`config.mk`:
```
export PLATFORM = sky130hd
export DESIGN_NAME = uart_rx_stream_flat
export DESIGN_NICKNAME = d
export VERILOG_FILES = /design/src/rtl/uart_rx_stream_if.sv /design/src/rtl/uart_rx_stream.sv /design/src/flat_wrapper.sv
export SDC_FILE = /design/constraint.sdc
export NUM_CORES = 1
export LEC_CHECK = 0
export ABC_AREA = 1
export CAP_MARGIN = 25
export CORE_MARGIN = 2
export CORE_UTILIZATION = 50
export DETAILED_ROUTE_END_ITERATION = 10
export PLACE_DENSITY = 0.68
export SYNTH_ARGS = -nofsm -noshare
export SYNTH_HDL_FRONTEND = slang
export SYNTH_SLANG_ARGS = --single-unit
```
`constraint.sdc`:
```
create_clock -name clk -period 4.6 [get_ports clk]
set_input_delay 0.92 -clock clk [delete_from_list [all_inputs] [get_ports clk]]
set_output_delay 0.92 -clock clk [all_outputs]
set_load 0.03 [all_outputs]
```
`src/rtl/uart_rx_stream_if.sv`:
```
// Byte-stream handshake between uart_rx_stream (master) and its consumer (slave).
// The master drives the FIFO head byte and its valid flag; the slave drives ready.
interface uart_rx_stream_if;
    logic [7:0] o_data;
    logic       o_valid;
    logic       i_ready;

    modport master (output o_data, output o_valid, input i_ready);
    modport slave  (input o_data, input o_valid, output i_ready);
endinterface

```
`src/rtl/uart_rx_stream.sv`:
```
// Oversampling 8N1 UART receiver feeding a small head-registered byte FIFO with sticky error flags.
// Define UART_RX_PARITY_EN to insert an even-parity bit between the data bits and the stop bit.
module uart_rx_stream #(
    parameter int CLKS_PER_TICK = 27,
    parameter int OVERSAMPLE    = 16,
    parameter int FIFO_DEPTH    = 4
) (
    input  logic             clk,
    input  logic             rst,
    input  logic             i_rx,
    input  logic             i_clr,
    uart_rx_stream_if.master bus,
    output logic             o_busy,
    output logic             o_frame_err,
    output logic             o_overrun,
    output logic             o_parity_err
);
    localparam int TW = $clog2(CLKS_PER_TICK);
    localparam int SW = $clog2(OVERSAMPLE);
    localparam int AW = $clog2(FIFO_DEPTH);
    localparam logic [TW-1:0] TICK_MAX = TW'(CLKS_PER_TICK - 32'sd1);
    localparam logic [SW-1:0] SAMP_MAX = SW'(OVERSAMPLE - 32'sd1);
    localparam logic [SW-1:0] SAMP_MID = SW'(OVERSAMPLE / 32'sd2 - 32'sd1);

    localparam logic [2:0] ST_IDLE   = 3'd0;
    localparam logic [2:0] ST_START  = 3'd1;
    localparam logic [2:0] ST_DATA   = 3'd2;
    localparam logic [2:0] ST_STOP   = 3'd3;
    localparam logic [2:0] ST_BRK    = 3'd4;
`ifdef UART_RX_PARITY_EN
    localparam logic [2:0] ST_PARITY = 3'd5;
`endif

    logic [1:0]    sync_r;
    logic          rxs_s;
    logic [TW-1:0] tick_cnt_r;
    logic          tick_s;
    logic [SW-1:0] samp_cnt_r;
    logic          samp_pt_s;
    logic [2:0]    state_r, state_nxt_s;
    logic [7:0]    shift_r, shift_nxt_s;
    logic [2:0]    bit_idx_r, bit_idx_nxt_s;
    logic          start_s, push_s, frame_evt_s;
    logic          busy_r, frame_err_r, overrun_r;
    logic [AW:0]   wr_ptr_r, rd_ptr_r, wr_ptr_nxt_s, rd_ptr_nxt_s;
    logic [7:0]    mem_r [FIFO_DEPTH];
    logic [7:0]    data_r, head_nxt_s;
    logic          valid_r, full_s, pop_s, wr_en_s, overrun_evt_s;
`ifdef UART_RX_PARITY_EN
    logic          par_bad_r, par_bad_nxt_s, par_evt_s, parity_err_r;
`endif

    assign rxs_s     = sync_r[1];
    assign tick_s    = (tick_cnt_r == TICK_MAX);
    assign samp_pt_s = tick_s && (samp_cnt_r == SAMP_MID);

    // Two-flop synchronizer for the asynchronous serial pin
    always_ff @(posedge clk or negedge rst) begin
        if (!rst) begin
            sync_r <= 2'b11;
        end else begin
            sync_r <= {sync_r[0], i_rx};
        end
    end

    // Oversample tick and per-bit sample counters, realigned to each start edge
    always_ff @(posedge clk or negedge rst) begin
        if (!rst) begin
            tick_cnt_r <= {TW{1'b0}};
            samp_cnt_r <= {SW{1'b0}};
        end else if (start_s) begin
            tick_cnt_r <= {TW{1'b0}};
            samp_cnt_r <= {SW{1'b0}};
        end else if (tick_s) begin
            tick_cnt_r <= {TW{1'b0}};
            samp_cnt_r <= (samp_cnt_r == SAMP_MAX) ? {SW{1'b0}} : samp_cnt_r + 1'b1;
        end else begin
            tick_cnt_r <= tick_cnt_r + 1'b1;
        end
    end

    // Framing FSM next-state: leaves STOP at the mid-bit sample so one stop bit suffices
    always_comb begin
        state_nxt_s   = state_r;
        shift_nxt_s   = shift_r;
        bit_idx_nxt_s = bit_idx_r;
        start_s       = 1'b0;
        push_s        = 1'b0;
        frame_evt_s   = 1'b0;
`ifdef UART_RX_PARITY_EN
        par_bad_nxt_s = par_bad_r;
        par_evt_s     = 1'b0;
`endif
        case (state_r)
            ST_IDLE: begin
                if (!rxs_s) begin
                    state_nxt_s = ST_START;
                    start_s     = 1'b1;
                end else begin
                    state_nxt_s = ST_IDLE;
                end
            end
            ST_START: begin
                if (samp_pt_s) begin
                    if (!rxs_s) begin
                        state_nxt_s   = ST_DATA;
                        bit_idx_nxt_s = 3'd0;
`ifdef UART_RX_PARITY_EN
                        par_bad_nxt_s = 1'b0;
`endif
                    end else begin
                        state_nxt_s = ST_IDLE;
                    end
                end else begin
                    state_nxt_s = ST_START;
                end
            end
            ST_DATA: begin
                if (samp_pt_s) begin
                    shift_nxt_s = {rxs_s, shift_r[7:1]};
                    if (bit_idx_r == 3'd7) begin
`ifdef UART_RX_PARITY_EN
                        state_nxt_s = ST_PARITY;
`else
                        state_nxt_s = ST_STOP;
`endif
                    end else begin
                        bit_idx_nxt_s = bit_idx_r + 3'd1;
                    end
                end else begin
                    state_nxt_s = ST_DATA;
                end
            end
`ifdef UART_RX_PARITY_EN
            ST_PARITY: begin
                if (samp_pt_s) begin
                    if (rxs_s != (^shift_r)) begin
                        par_evt_s     = 1'b1;
                        par_bad_nxt_s = 1'b1;
                    end else begin
                        par_bad_nxt_s = 1'b0;
                    end
                    state_nxt_s = ST_STOP;
                end else begin
                    state_nxt_s = ST_PARITY;
                end
            end
`endif
            ST_STOP: begin
                if (samp_pt_s) begin
                    if (rxs_s) begin
`ifdef UART_RX_PARITY_EN
                        push_s = ~par_bad_r;
`else
                        push_s = 1'b1;
`endif
                        state_nxt_s = ST_IDLE;
                    end else begin
                        frame_evt_s = 1'b1;
                        state_nxt_s = ST_BRK;
                    end
                end else begin
                    state_nxt_s = ST_STOP;
                end
            end
            ST_BRK: begin
                if (rxs_s) begin
                    state_nxt_s = ST_IDLE;
                end else begin
                    state_nxt_s = ST_BRK;
                end
            end
            default: begin
                state_nxt_s = ST_IDLE;
            end
        endcase
    end

    // FSM state, shifter and sticky error flags (a new event outranks i_clr)
    always_ff @(posedge clk or negedge rst) begin
        if (!rst) begin
            state_r     <= ST_IDLE;
            shift_r     <= 8'h00;
            bit_idx_r   <= 3'd0;
            busy_r      <= 1'b0;
            frame_err_r <= 1'b0;
            overrun_r   <= 1'b0;
`ifdef UART_RX_PARITY_EN
            par_bad_r    <= 1'b0;
            parity_err_r <= 1'b0;
`endif
        end else begin
            state_r     <= state_nxt_s;
            shift_r     <= shift_nxt_s;
            bit_idx_r   <= bit_idx_nxt_s;
            busy_r      <= (state_nxt_s != ST_IDLE);
            frame_err_r <= frame_evt_s | (frame_err_r & ~i_clr);
            overrun_r   <= overrun_evt_s | (overrun_r & ~i_clr);
`ifdef UART_RX_PARITY_EN
            par_bad_r    <= par_bad_nxt_s;
            parity_err_r <= par_evt_s | (parity_err_r & ~i_clr);
`endif
        end
    end

    // FIFO pointer arithmetic; a push into a full FIFO only lands when a pop frees a slot
    always_comb begin
        pop_s         = valid_r & bus.i_ready;
        full_s        = (wr_ptr_r[AW] != rd_ptr_r[AW]) && (wr_ptr_r[AW-1:0] == rd_ptr_r[AW-1:0]);
        wr_en_s       = push_s & (~full_s | pop_s);
        overrun_evt_s = push_s & full_s & ~pop_s;
        wr_ptr_nxt_s  = wr_en_s ? wr_ptr_r + 1'b1 : wr_ptr_r;
        rd_ptr_nxt_s  = pop_s ? rd_ptr_r + 1'b1 : rd_ptr_r;
        if (wr_en_s && (rd_ptr_nxt_s == wr_ptr_r)) begin
            head_nxt_s = shift_r;
        end else if (rd_ptr_nxt_s != wr_ptr_nxt_s) begin
            head_nxt_s = mem_r[rd_ptr_nxt_s[AW-1:0]];
        end else begin
            head_nxt_s = data_r;
        end
    end

    // FIFO storage, pointers and registered head/valid
    always_ff @(posedge clk or negedge rst) begin
        if (!rst) begin
            wr_ptr_r <= {(AW+1){1'b0}};
            rd_ptr_r <= {(AW+1){1'b0}};
            valid_r  <= 1'b0;
            data_r   <= 8'h00;
            for (int i = 0; i < FIFO_DEPTH; i++) begin
                mem_r[i] <= 8'h00;
            end
        end else begin
            wr_ptr_r <= wr_ptr_nxt_s;
            rd_ptr_r <= rd_ptr_nxt_s;
            valid_r  <= (wr_ptr_nxt_s != rd_ptr_nxt_s);
            data_r   <= head_nxt_s;
            if (wr_en_s) begin
                mem_r[wr_ptr_r[AW-1:0]] <= shift_r;
            end
        end
    end

    assign bus.o_data  = data_r;
    assign bus.o_valid = valid_r;
    assign o_busy      = busy_r;
    assign o_frame_err = frame_err_r;
    assign o_overrun   = overrun_r;
`ifdef UART_RX_PARITY_EN
    assign o_parity_err = parity_err_r;
`else
    assign o_parity_err = 1'b0;
`endif
endmodule

```
`src/flat_wrapper.sv`:
```
// flat-port wrapper written by rule: the top's interface ports become plain ports
module uart_rx_stream_flat 
#(
    parameter int CLKS_PER_TICK = 27,
    parameter int OVERSAMPLE    = 16,
    parameter int FIFO_DEPTH    = 4
)
  (clk, rst, i_rx, i_clr, o_busy, o_frame_err, o_overrun, o_parity_err, bus_o_data, bus_o_valid, bus_i_ready);
  uart_rx_stream_if bus_i ();
  input  logic clk;
  input  logic rst;
  input  logic i_rx;
  input  logic i_clr;
  output logic o_busy;
  output logic o_frame_err;
  output logic o_overrun;
  output logic o_parity_err;
  output wire logic [$bits(bus_i.o_data)-1:0] bus_o_data;
  output wire logic [$bits(bus_i.o_valid)-1:0] bus_o_valid;
  input wire logic [$bits(bus_i.i_ready)-1:0] bus_i_ready;
  assign bus_o_data = bus_i.o_data;
  assign bus_o_valid = bus_i.o_valid;
  assign bus_i.i_ready = bus_i_ready;
  uart_rx_stream #(.CLKS_PER_TICK(CLKS_PER_TICK), .OVERSAMPLE(OVERSAMPLE), .FIFO_DEPTH(FIFO_DEPTH)) u_core (.clk(clk), .rst(rst), .i_rx(i_rx), .i_clr(i_clr), .bus(bus_i), .o_busy(o_busy), .o_frame_err(o_frame_err), .o_overrun(o_overrun), .o_parity_err(o_parity_err));
endmodule
```
# [Yosys cells after proc, flatten, opt, wreduce, memory -nomap -nowiden]
# Cells that the tools add are included.
[word_totals] ff_bits=75 in_bits=5 elab_cells=102 out_inout_bits=13
[classes] n_mux=35 n_reduce_logical=11 order_cmp=3 n_eq_ne=17 n_bitwise=14 addsub=5
[ops] cell="8-bit two-way mux" n=5
[ops] cell="32-bit bitwise mux" n=1
[ops] cell="3-bit two-way mux" n=10
[ops] cell="8-bit binary-select mux with 2-bit select" n=1
[ops] cell="8-bit demux with 2-bit select" n=1
[ops] cell="3-bit case mux with 5 select lines" n=1
[ops] cell="4-bit two-way mux" n=3
[ops] cell="5-bit two-way mux" n=2
[ops] cell="3-bit by 1-bit adder with 3-bit output, second input constant" n=3
[ops] cell="1-bit two-way mux" n=8
[ops] cell="1-bit bitwise AND" n=6
[ops] cell="3-bit by 2-bit == test with 1-bit output, second input constant" n=2
[ops] cell="3-bit == test, second input constant" n=2
[ops] cell="3-bit >= comparator, second input constant" n=2
[ops] cell="3-bit != test" n=2
[ops] cell="2-bit NOT with 3-bit output" n=2
[ops] cell="3-bit case mux with 2 select lines" n=1
[ops] cell="2-bit nonzero test" n=3
[ops] cell="5-bit by 1-bit adder with 5-bit output, second input constant" n=1
[ops] cell="5-bit == test, second input constant" n=1
[ops] cell="5-bit AND reduction" n=1
[ops] cell="4-bit by 1-bit adder with 4-bit output, second input constant" n=1
[ops] cell="4-bit by 3-bit == test with 1-bit output, second input constant" n=1
[ops] cell="4-bit == test, second input constant" n=1
[ops] cell="other kinds (14)" n=24

# [Logic depth before layout (Yosys ltp)]
# Gate-level depths: netlist of run 1.
[logic_depth] ltp_word=9 depth_mapped=14

# [Worst setup path after synthesis of run 1]
# Ideal clock, no wire load.
[synth_path] kind="input port to flip-flop" from="in bus_i_ready" to="reg u_core.data_r[0], in the netlist u_core.bus.o_data[0]" t_required_ns=4.483 stages=12 path_slack_ns=2.539 t_arrival_ns=1.943 cell_sequence="nand2_1 nand2_1 nor2_4 nand2_4 nand2_4 nand2_1 nand2_1 nand2_2 nor2_8 nand2_4 nand2_1 nand2_1"
[synth_via] elab_chain_cells=8
[synth_lines] element="start: declaration" line="flat_wrapper.sv:20" source="input wire logic [$bits(bus_i.i_ready)-1:0] bus_i_ready;"
[synth_lines] element="1-bit bitwise AND *" line="uart_rx_stream.sv:208" source="pop_s = valid_r & bus.i_ready;"
[synth_lines] element="3-bit two-way mux" line="uart_rx_stream.sv:213" source="rd_ptr_nxt_s = pop_s ? rd_ptr_r + 1'b1 : rd_ptr_r;"
[synth_lines] element="2-bit NOT with 3-bit output (not written as such)" line="uart_rx_stream.sv:217" source="head_nxt_s = mem_r[rd_ptr_nxt_s[AW-1:0]];"
[synth_lines] element="8-bit binary-select mux with 2-bit select" line="uart_rx_stream.sv:217"
[synth_lines] element="8-bit two-way mux (not written as such) (2 in series)" line="uart_rx_stream.sv:217"
[synth_lines] element="8-bit two-way mux" line="uart_rx_stream.sv:216" source="end else if (rd_ptr_nxt_s != wr_ptr_nxt_s) begin"
[synth_lines] element="8-bit two-way mux" line="uart_rx_stream.sv:214" source="if (wr_en_s && (rd_ptr_nxt_s == wr_ptr_r)) begin"
[synth_lines] element="end signal: assignment" line="uart_rx_stream.sv:237" source="data_r <= head_nxt_s;"
[synth_lines] element="end: declaration" line="uart_rx_stream.sv:47" source="logic [7:0] data_r, head_nxt_s;"
# Every way passes the cells marked *; elsewhere a longest branch is shown, timed or not. The select of a mux whose other input is x is not followed.
# A chain may end at the register's enable or synchronous reset.

# [Final worst setup path of run 1]
[layout_path] from="in bus_i_ready" to="reg u_core.data_r[2], in the netlist u_core.bus.o_data[2]"
# The elaborated chain is that of the path after synthesis.

==> impl_metrics.tcl, run 1 <==
set metrics [dict create \
    status "finished, final reports clean" \
    hp-start "u_core.sync_r[0]$_DFF_PN1_" \
    vias_per_cell 5.09 \
    drtIter0Drc 187 \
    port_buffers 16 \
    r2r-start "u_core.rd_ptr_r[0]$_DFF_PN0_" \
    die-width_um 89.5 \
    cts.sinks 75 \
    cts_max_level 3 \
    yosys_register_bits 75 \
    finalSetupViolations 0 \
    cp.arrival_ps 2920 \
    synth_most_common_cell "nand2_1" \
    finalNetCount 452 \
    synthCells 419 \
    synth_edf_count 0 \
    cts_buffers 9 \
    rsz0062_at_grt "false" \
    hp-class "reg -> reg" \
    max_stage_delay_ps 460 \
    first_pass_iters 5 \
    grt_max_degree 76 \
    core_sq_mm 0.00718 \
    tightest_slew_ps 942 \
    ir_drop_mv 0.189 \
    grt_pass1_wl_mm 12.1 \
    netlist_area_sq_mm 0.00365 \
    cp_cell_sequence "clkdlybuf4s50_1 > nand2_1 > nand2_1 > nand2_1 > inv_2 > nand2_1 > nand2_1 > nor3_4 > nand2_4 > nand2_1 > nand2_1 > nand2_1 > nand2_1" \
    utilization_pct 57.6 \
    cts_tree "built" \
    drcViolationCount 0 \
    yosysTopAreaCell "dfrtp_1" \
    dr_total_vias 2756 \
    yosys-top-cells-area "dfrtp_1 50%, nand2_1 12%, o21ai_0 8.1%" \
    n_antenna_cell 0 \
    worstSetupPathType "in -> reg" \
    cts.repair.resized 0 \
    worstSetupStartpoint "bus_i_ready" \
    cts-root-buf "clkbuf_8" \
    clk_pin_slew_ps 80 \
    drt-total-wl_mm 7.10 \
    netlist.area_leader.share_pct 50.0 \
    postCtsHoldBufs 0 \
    powerDensity_mw_per_mm2 314 \
    async_flop_share_pct 100 \
    finalMaxSlewViolations 0 \
    setup_tns_ps 0 \
    postSynthAreaPerCell_sq_um 8.71 \
    synth_ff_type "dfrtp_1" \
    initial_core_util_pct 50.9 \
    die_h_um 89.5 \
    worstPathMaxFanout 12 \
    clk_latency_ps 340 \
    slew-limit-headroom_pct 37.2 \
    grt_pass1_vias 2601 \
    grt_overflow 0 \
    total_power_w 0.00130 \
    grtUsageTotal_pct 19.8 \
    rows 31 \
    final_hold_viol_count 0 \
    syn-num-nets 434 \
    yosysUniqueCellTypes 30 \
    detail_route.wl_per_cell_um 13.1 \
    io_pins 18 \
    critPathLaunchType "primary input" \
    crit_path_end_kind "flop" \
    ys_top_cells_by_count "112 x nand2_1, 73 x dfrtp_1, 59 x o21ai_0, 33 x nand3_1, 30 x inv_1" \
    drtAntennaViolNets 0 \
    crit_slowest_cell "clkdlybuf4s50_1" \
    cts_buffer_depth 2 \
    worstPathRequired_ps 4840 \
    post-cts-setup-buffers 0 \
    antenna_found_initial 0 \
    fin_skew_ps 12.0 \
    maxCapViolCount 0 \
    fmax_mhz 373 \
    seq_area_frac_synth_pct 51.5 \
    drive_gt1_share_pct 12.2 \
    period_minus_slack_ps 2680 \
    dp_hpwl_mm 4.99 \
    post-route-period-util_pct 58.3 \
    worst_path_most_repeated_cell "nand2_1" \
    globalplace.congestion 0.802 \
    dieArea_sq_mm 0.00800 \
    area_growth_pct 13.3 \
    leakage_nw 2.04 \
    ys_warn_count 0 \
    holdWs_ps 360 \
]
==> path summary, 6_finish.rpt <==
| kind | end | slack, ps | depth (start not counted) |
|---|---|---|---|
| min in group asynchronous | u_core.wr_ptr_r[0]$_DFF_PN0_ | 710 | 1 |
| min reg2reg | u_core.sync_r[1]$_DFF_PN1_ | 360 | 0 |
| max reg2reg | u_core.bus.o_data[2]$_DFFE_PN0P_ | 2360 | 12 |
| min | u_core.sync_r[1]$_DFF_PN1_ | 360 | 0 |
| max | u_core.bus.o_data[2]$_DFFE_PN0P_ | 1920 | 13 |
| max in group asynchronous | u_core.mem_r[4]$_DFFE_PN0P_ | 3270 | 1 |
==> cell type report <==
class                   instances  area, sq um
fillers                       625         3040
multi-input cells             297         1580
clock inverters                 6          113
repair buffers                 16          158
well taps                      99          124
flip-flops and latches         75         1880
inverters                      38          148
clock buffers                  10          138
==> registers in the layout, summed over array words and instances (netlist names) <==
| signal | cells |
|---|---|
| u_core.bit_idx_r | 3 |
| u_core.bus.o_data | 8 |
| u_core.bus.o_valid | 1 |
| u_core.mem_r | 32 |
| u_core.o_busy | 1 |
| u_core.o_frame_err | 1 |
| u_core.o_overrun | 1 |
| u_core.rd_ptr_r | 3 |
| u_core.samp_cnt_r | 4 |
| u_core.shift_r | 8 |
| u_core.state_r | 3 |
| u_core.sync_r | 2 |
| u_core.tick_cnt_r | 5 |
| u_core.wr_ptr_r | 3 |
==> metal layers <==
| layer | part of all wire, % | global-route usage (%) |
|---|---|---|
| met3 | 4.2 | 4.62 |
| met5 | 0 | 0 |
| met2 | 46 | 31.0 |
| met1 | 48 | 26.8 |
| met4 | 1.1 | 7.46 |
==> report_power, final <==
group          total (W)  leakage (nW)  internal, W  switching [W]
Combinational  0.0000174         0.919   0.00000287      0.0000145
Clock           0.000622         0.126     0.000376       0.000246
Sequential      0.000661         0.990     0.000660    0.000000599
Total            0.00130          2.04      0.00104       0.000261
==> cell usage in the layout (no fill, tap or decap), types with 9 or more instances in the layout <==
cell type	netlist	final
clkbuf_8	0	10
clkdlybuf4s50_1	0	15
dfrtp_1	73	73
ha_1	10	10
inv_1	30	30
nand2_1	112	112
nand2_2	9	9
nand2_4	9	9
nand3_1	33	33
nor2_1	25	25
o21ai_0	59	59
o22ai_1	9	9
==> metrics by stage <==
| step | area [sq um] | instances | setup WS (ps) |
|---|---|---|---|
| final | 4140 | 541 | 1920 |
| after global routing | 4140 | 541 | 1680 |
| after CTS | 4140 | 541 | 1940 |
| after detailed placement | 3890 | 525 | 1570 |
| after global placement | 3890 | 525 | 1650 |
| after floorplan | 3650 | 419 | 2540 |
==> kinds of logic after synthesis <==
group,synth area share (%)
compound gates,11.2
simple gates,26.8
xor+xnor,1.68
flops,51.5
other cells,0.103
fa+ha+maj,3.43
buf+inv,5.31
==> critical path: cells and delay by family <==
family / cells / cell delay, ps
simple gates: 11 / 1360
buf+inv: 2 / 630
(Power assumes the default switching activity.)
==> run 2: changes to the inputs <==
Settings changed: PLACE_DENSITY 0.68 to 0.71.
Clock period 4.6 ns to 2.45 ns, I/O delays scaled along.
==> run 2 against run 1 <==
Compared with the run above:
- via count is 2.4% higher
- worst setup slack got worse by 1400 ps
- clock skew shrank 0.74 ps
- die area is the same
- first-iteration DRC count fell by 17%
- global-route usage rose by 0.89 points
- sequential power increased by 88%
==> impl_metrics.tcl, run 2 (same netlist as run 1, synthesis figures left out) <==
set metrics [dict create \
    first_pass_iters 4 \
    cp.arrival_ps 1460 \
    crit_path_end_kind "primary output" \
    ir_drop_mv 0.277 \
    placed_cell_area_sq_mm 0.00397 \
    cts-root-buf "clkbuf_8" \
    grt_overflow 0 \
    worstSetupPathType "reg -> out" \
    dr_total_vias 2821 \
    hp-class "in -> async" \
    largest_reg_flops 32 \
    powerDensity_mw_per_mm2 546 \
    core_sq_mm 0.00718 \
    postLayoutCellArea_sq_mm 0.00418 \
    grt_pass1_wl_mm 12.3 \
    path_buf_inv 1 \
    cts_buffers 9 \
    die_h_um 89.5 \
    r2r_cells 13 \
    antenna_found_initial 0 \
    num-fill-cells 629 \
    post-cts-setup-buffers 0 \
    crit_slowest_cell "clkdlybuf4s50_1" \
    area_growth_pct 14.4 \
    dp_hpwl_mm 5.05 \
    io_pins 18 \
    final_common_cell "nand2_1" \
    detail_route.wl_per_cell_um 13.2 \
    finalNetCount 461 \
    drcViolationCount 0 \
    grt_max_degree 76 \
    finalSetupViolations 0 \
    maxCapViolCount 0 \
    largest_register "u_core.mem_r" \
    rsz0062_at_grt "false" \
    drtAntennaViolNets 0 \
    setup_tns_ps 0 \
    finalMaxSlewViolations 0 \
    grtUsageTotal_pct 20.7 \
    status "finished, final reports clean" \
    fmax_mhz 514 \
    globalplace.congestion 0.794 \
    layout_common_cells "112 x nand2_1, 73 x dfrtp_1, 59 x o21ai_0, 33 x nand3_1, 30 x inv_1" \
    max_stage_delay_ps 690 \
    post-route-period-util_pct 79.5 \
    grt_pass1_vias 2576 \
    clk_latency_ps 360 \
    drtIter0Drc 155 \
    fin_skew_ps 11.2 \
    rows 31 \
    crit_family "buffers and inverters" \
    cts_buffer_depth 2 \
    cts_tree "built" \
    port_buffers 16 \
    cts.sinks 75 \
    cts_max_level 3 \
    clk_pin_slew_ps 90 \
    critPathLaunchType "flop" \
    cp_cell_sequence "clkdlybuf4s50_1" \
    vias_per_cell 5.13 \
    drive_gt1_share_pct 14.0 \
    initial_core_util_pct 50.9 \
    die-width_um 89.5 \
    dieArea_sq_mm 0.00800 \
    drt-total-wl_mm 7.27 \
    n_antenna_cell 0 \
    critical_path_depth 1 \
    postCtsHoldBufs 0 \
    final_hold_viol_count 0 \
    cts.repair.resized 0 \
    period_minus_slack_ps 1950 \
    worstPathRequired_ps 1960 \
    worstPathMaxFanout 5 \
    leakage_nw 2.06 \
]
-- run 2: cell types whose count changed in the layout (fill, tap and decap cells not counted) --
| cell | before | now |
|---|---|---|
| buf_12 | 0 | 1 |
| buf_4 | 1 | 9 |
| clkinvlp_4 | 0 | 2 |
| inv_6 | 1 | 3 |
| clkinv_4 | 2 | 1 |
| bufinv_16 | 3 | 1 |
| clkinv_2 | 1 | 0 |
-- run 2: final timing paths --
path	startpoint	endpoint	slack, ps
setup / recovery	u_core.bus.o_valid$_DFF_PN0_	bus_o_valid	500
hold / removal	rst	u_core.samp_cnt_r[1]$_DFFE_PN0P_	120
setup reg to reg	u_core.tick_cnt_r[0]$_DFF_PN0_	u_core.bus.o_data[7]$_DFFE_PN0P_	530
hold reg to reg	u_core.sync_r[0]$_DFF_PN1_	u_core.sync_r[1]$_DFF_PN1_	370
max in group asynchronous	rst	u_core.sync_r[1]$_DFF_PN1_	1970
min in group clk	u_core.sync_r[0]$_DFF_PN1_	u_core.sync_r[1]$_DFF_PN1_	370
-- run 2: cell type report --
type | count | area (sq um) | share of cell area, %
Sequential cell | 75 | 1880 | 45.0
Tap cell | 99 | 124 | 2.97
Clock inverter | 6 | 71.3 | 1.71
Timing Repair Buffer | 25 | 238 | 5.69
Multi-Input combinational cell | 297 | 1580 | 37.8
Inverter | 38 | 148 | 3.54
Clock buffer | 10 | 138 | 3.30
-- run 2: layer usage --
metal  track usage, %  share of wire [%]  up-vias
met4             6.51                1.4        0
met2             32.0                 46       63
li1                 -                  -     1419
met1             28.4                 48     1330
met5                0                  0        -
met3             5.63                4.8        9
-- run 2: power by group --
part | leakage [nW] | total (W) | switching (W) | internal (W)
combinational | 0.966 | 0.0000374 | 0.0000285 | 0.00000888
clock | 0.0995 | 0.00100 | 0.000497 | 0.000507
sequential | 0.990 | 0.00124 | 0.00000110 | 0.00124
total | 2.06 | 0.00228 | 0.000526 | 0.00176
-- run 2: per-stage QoR --
step / power [W] / setup WS, ps / util [%] / instances / hold WS [ps]
floorplan: 0.00127 / 703 / - / 419 / 194
global placement: 0.00130 / 229 / 55.3 / 534 / 347
finish: 0.00228 / 503 / 58.2 / 550 / 119
global route: 0.00238 / 330 / 58.2 / 550 / 135
CTS: 0.00231 / 481 / 58.2 / 550 / 143
detailed placement: 0.00130 / 181 / 55.3 / 534 / 353
==> run 3: changes to the inputs <==
Clock period 2.45 ns to 1.7 ns, I/O delays scaled along.
==> run 3 against run 2 <==
Compared with the run above:
- the flow now finishes with violations (negative setup slack)
- hold slack improved by 240 ps
- worst setup slack worse by 680 ps
- clock skew is 2.3 ps lower
- combinational power grew 57%
- wire length rose by 8.6%
- via count up 6.8%
- core utilization rose by 6.7 points
- critical path type is now reg -> reg
- largest power group unchanged
- power is 55% higher
==> impl_metrics.tcl, run 3 (same netlist as run 1, synthesis figures left out) <==
set metrics [dict create \
    status "finished with violations" \
    violations "negative setup slack" \
    largest_reg_flops 32 \
    powerDensity_mw_per_mm2 759 \
    finalNonFillerCells 581 \
    dr_total_vias 3013 \
    layout_common_cells "91 x nand2_1, 72 x dfrtp_1, 52 x o21ai_0, 30 x inv_1" \
    num-fill-cells 581 \
    rsz0062_at_grt "true" \
    finalSetupViolations 22 \
    drive_gt1_share_pct 26.3 \
    worst_path_most_repeated_cell "nand2_1" \
    grtUsageTotal_pct 21.5 \
    finalNetCount 492 \
    cts-root-buf "clkbuf_8" \
    fin_skew_ps 8.91 \
    r2r_end "u_core.bus.o_data[7]$_DFFE_PN0P_" \
    cts.sinks 75 \
    dp_cells 552 \
    critical_path_depth 12 \
    first_pass_iters 5 \
    vias_per_cell 5.19 \
    dr_wl_met2_mm 3.79 \
    drtAntennaViolNets 0 \
    die_h_um 89.5 \
    post-route-period-util_pct 110 \
    worstPathMaxFanout 8 \
    rows 31 \
    cts_buffer_depth 2 \
    postLayoutCellArea_sq_mm 0.00466 \
    placed_cell_area_sq_mm 0.00413 \
    initial_core_util_pct 50.9 \
    wl_met3_um 375 \
    r2r-start "u_core.rd_ptr_r[1]$_DFF_PN0_" \
    leakage_nw 2.30 \
    n_antenna_cell 0 \
    critPathLaunchType "flop" \
    drt-total-wl_mm 7.90 \
    highest-signal-layer "met4" \
    area_growth_pct 27.5 \
    grt_max_degree 43 \
    globalplace.congestion 0.865 \
    cts_tree "built" \
    finalMaxSlewViolations 0 \
    grt_overflow 0 \
    ir_drop_mv 0.559 \
    dp_hpwl_mm 5.20 \
    dp_slack_ps -392 \
    drcViolationCount 0 \
    worst_slack_ps -176 \
    io_pins 18 \
    final_common_cell "nand2_1" \
    crit_slowest_cell "dfrtp_1" \
    crit_path_end_kind "flop" \
    worstPathRequired_ps 1990 \
    setup_tns_ps -1590 \
    largest_register "u_core.mem_r" \
    grt_pass1_vias 2807 \
    core_sq_mm 0.00718 \
    antenna_found_initial 0 \
    hp-class "in -> async" \
    maxCapViolCount 0 \
    die-width_um 89.5 \
    port_buffers 16 \
    max_stage_delay_ps 390 \
    cts_max_level 3 \
    clk_pin_slew_ps 80 \
    path_buf_inv 2 \
    utilization_pct 64.9 \
    drtIter0Drc 261 \
    worstSetupPathType "reg -> reg" \
    period_minus_slack_ps 1880 \
    crit_family "simple AND/OR/NAND/NOR gates" \
    detail_route.wl_per_cell_um 13.6 \
    final_hold_viol_count 0 \
    fmax_mhz 533 \
    r2r_cells 12 \
    cp.arrival_ps 2160 \
    cts_buffers 9 \
    cp_cell_sequence "ha_1 > nand3_2 > nand2_4 > inv_4 > nand2_2 > nand2_2 > nor3_4 > buf_6 > nand3_2 > nand2_1 > nand2_1 > nand2_1" \
    dieArea_sq_mm 0.00800 \
    reg2reg_slack_ps -180 \
    grt_pass1_wl_mm 13.0 \
    clk_latency_ps 350 \
    wl_met1_mm 3.63 \
]
==> run 3: changes by cell type in the layout (fill, tap and decap cells not counted), sizes merged <==
cell,delta
nor2,+1
buf,+26
dlygate4sd2,+11
dlygate4sd3,+1
bufinv,+2
dlymetal6s2s,+1
nand2,+3
clkdlybuf4s50,-12
clkinvlp,-1
inv,-1
==> run 3: worst max path at each step <==
stage                                         from                          endpoint  slack (ps)
floorplan             u_core.rd_ptr_r[0]$_DFF_PN0_  u_core.bus.o_data[0]$_DFFE_PN0P_         -10
global placement                       bus_i_ready  u_core.bus.o_data[2]$_DFFE_PN0P_        -340
detailed placement                     bus_i_ready  u_core.bus.o_data[7]$_DFFE_PN0P_        -390
CTS                 u_core.tick_cnt_r[0]$_DFF_PN0_  u_core.bus.o_data[7]$_DFFE_PN0P_         -70
global route          u_core.rd_ptr_r[1]$_DFF_PN0_  u_core.bus.o_data[7]$_DFFE_PN0P_        -250
finish                u_core.rd_ptr_r[1]$_DFF_PN0_  u_core.bus.o_data[7]$_DFFE_PN0P_        -180
==> run 3: area by class of cell <==
| cell class | instances | area (sq um) | area share [%] |
|---|---|---|---|
| Timing Repair Buffer | 52 | 472 | 10.1 |
| Multi-Input combinational cell | 301 | 1770 | 38.1 |
| Clock inverter | 6 | 111 | 2.39 |
| Sequential cell | 75 | 1880 | 40.4 |
| Inverter | 38 | 158 | 3.39 |
| Tap cell | 99 | 124 | 2.66 |
| Clock buffer | 10 | 138 | 2.96 |
==> run 3: worst reg2reg max path, cell delays in order, from the launching register on <==
cell and delay, ps:
dfrtp_1 390, ha_1 310, nand3_2 90, nand2_4 100, inv_4 40, nand2_2 50
nand2_2 60, nor3_4 310, buf_6 190, nand3_2 60, nand2_1 70, nand2_1 70
nand2_1 80
==> run 3: power breakdown <==
part / leakage, nW / internal, W / total (W) / switching, W
clock: 0.123 / 0.00102 / 0.00169 / 0.000668
combinational: 1.19 / 0.0000172 / 0.0000587 / 0.0000415
sequential: 0.989 / 0.00179 / 0.00179 / 0.00000105
==> run 3: per-layer routing <==
metal / global-route usage [%] / up-vias
li1: - / 1476
met1: 28.6 / 1446
met2: 34.9 / 81
met3: 3.32 / 10
met4: 9.50 / 0
met5: 0 / -
==> run 3: what timing repair did <==
action | in CTS | in global routing
resized for setup | 43 | 24
cloned | 4 | 0
hold endpoints to repair | 10 | 0
pin swaps | 14 | 14
setup endpoints to repair | 43 | 38
buffers inserted | 8 | 1
hold buffers | 1 | 0
==> run 3: stage by stage <==
step                      hold slack, ps  total power, W
after floorplan                     44.4         0.00183
after global placement               195         0.00188
after detailed placement             193         0.00188
after CTS                            352         0.00356
after global routing                 356         0.00366
final                                356         0.00353
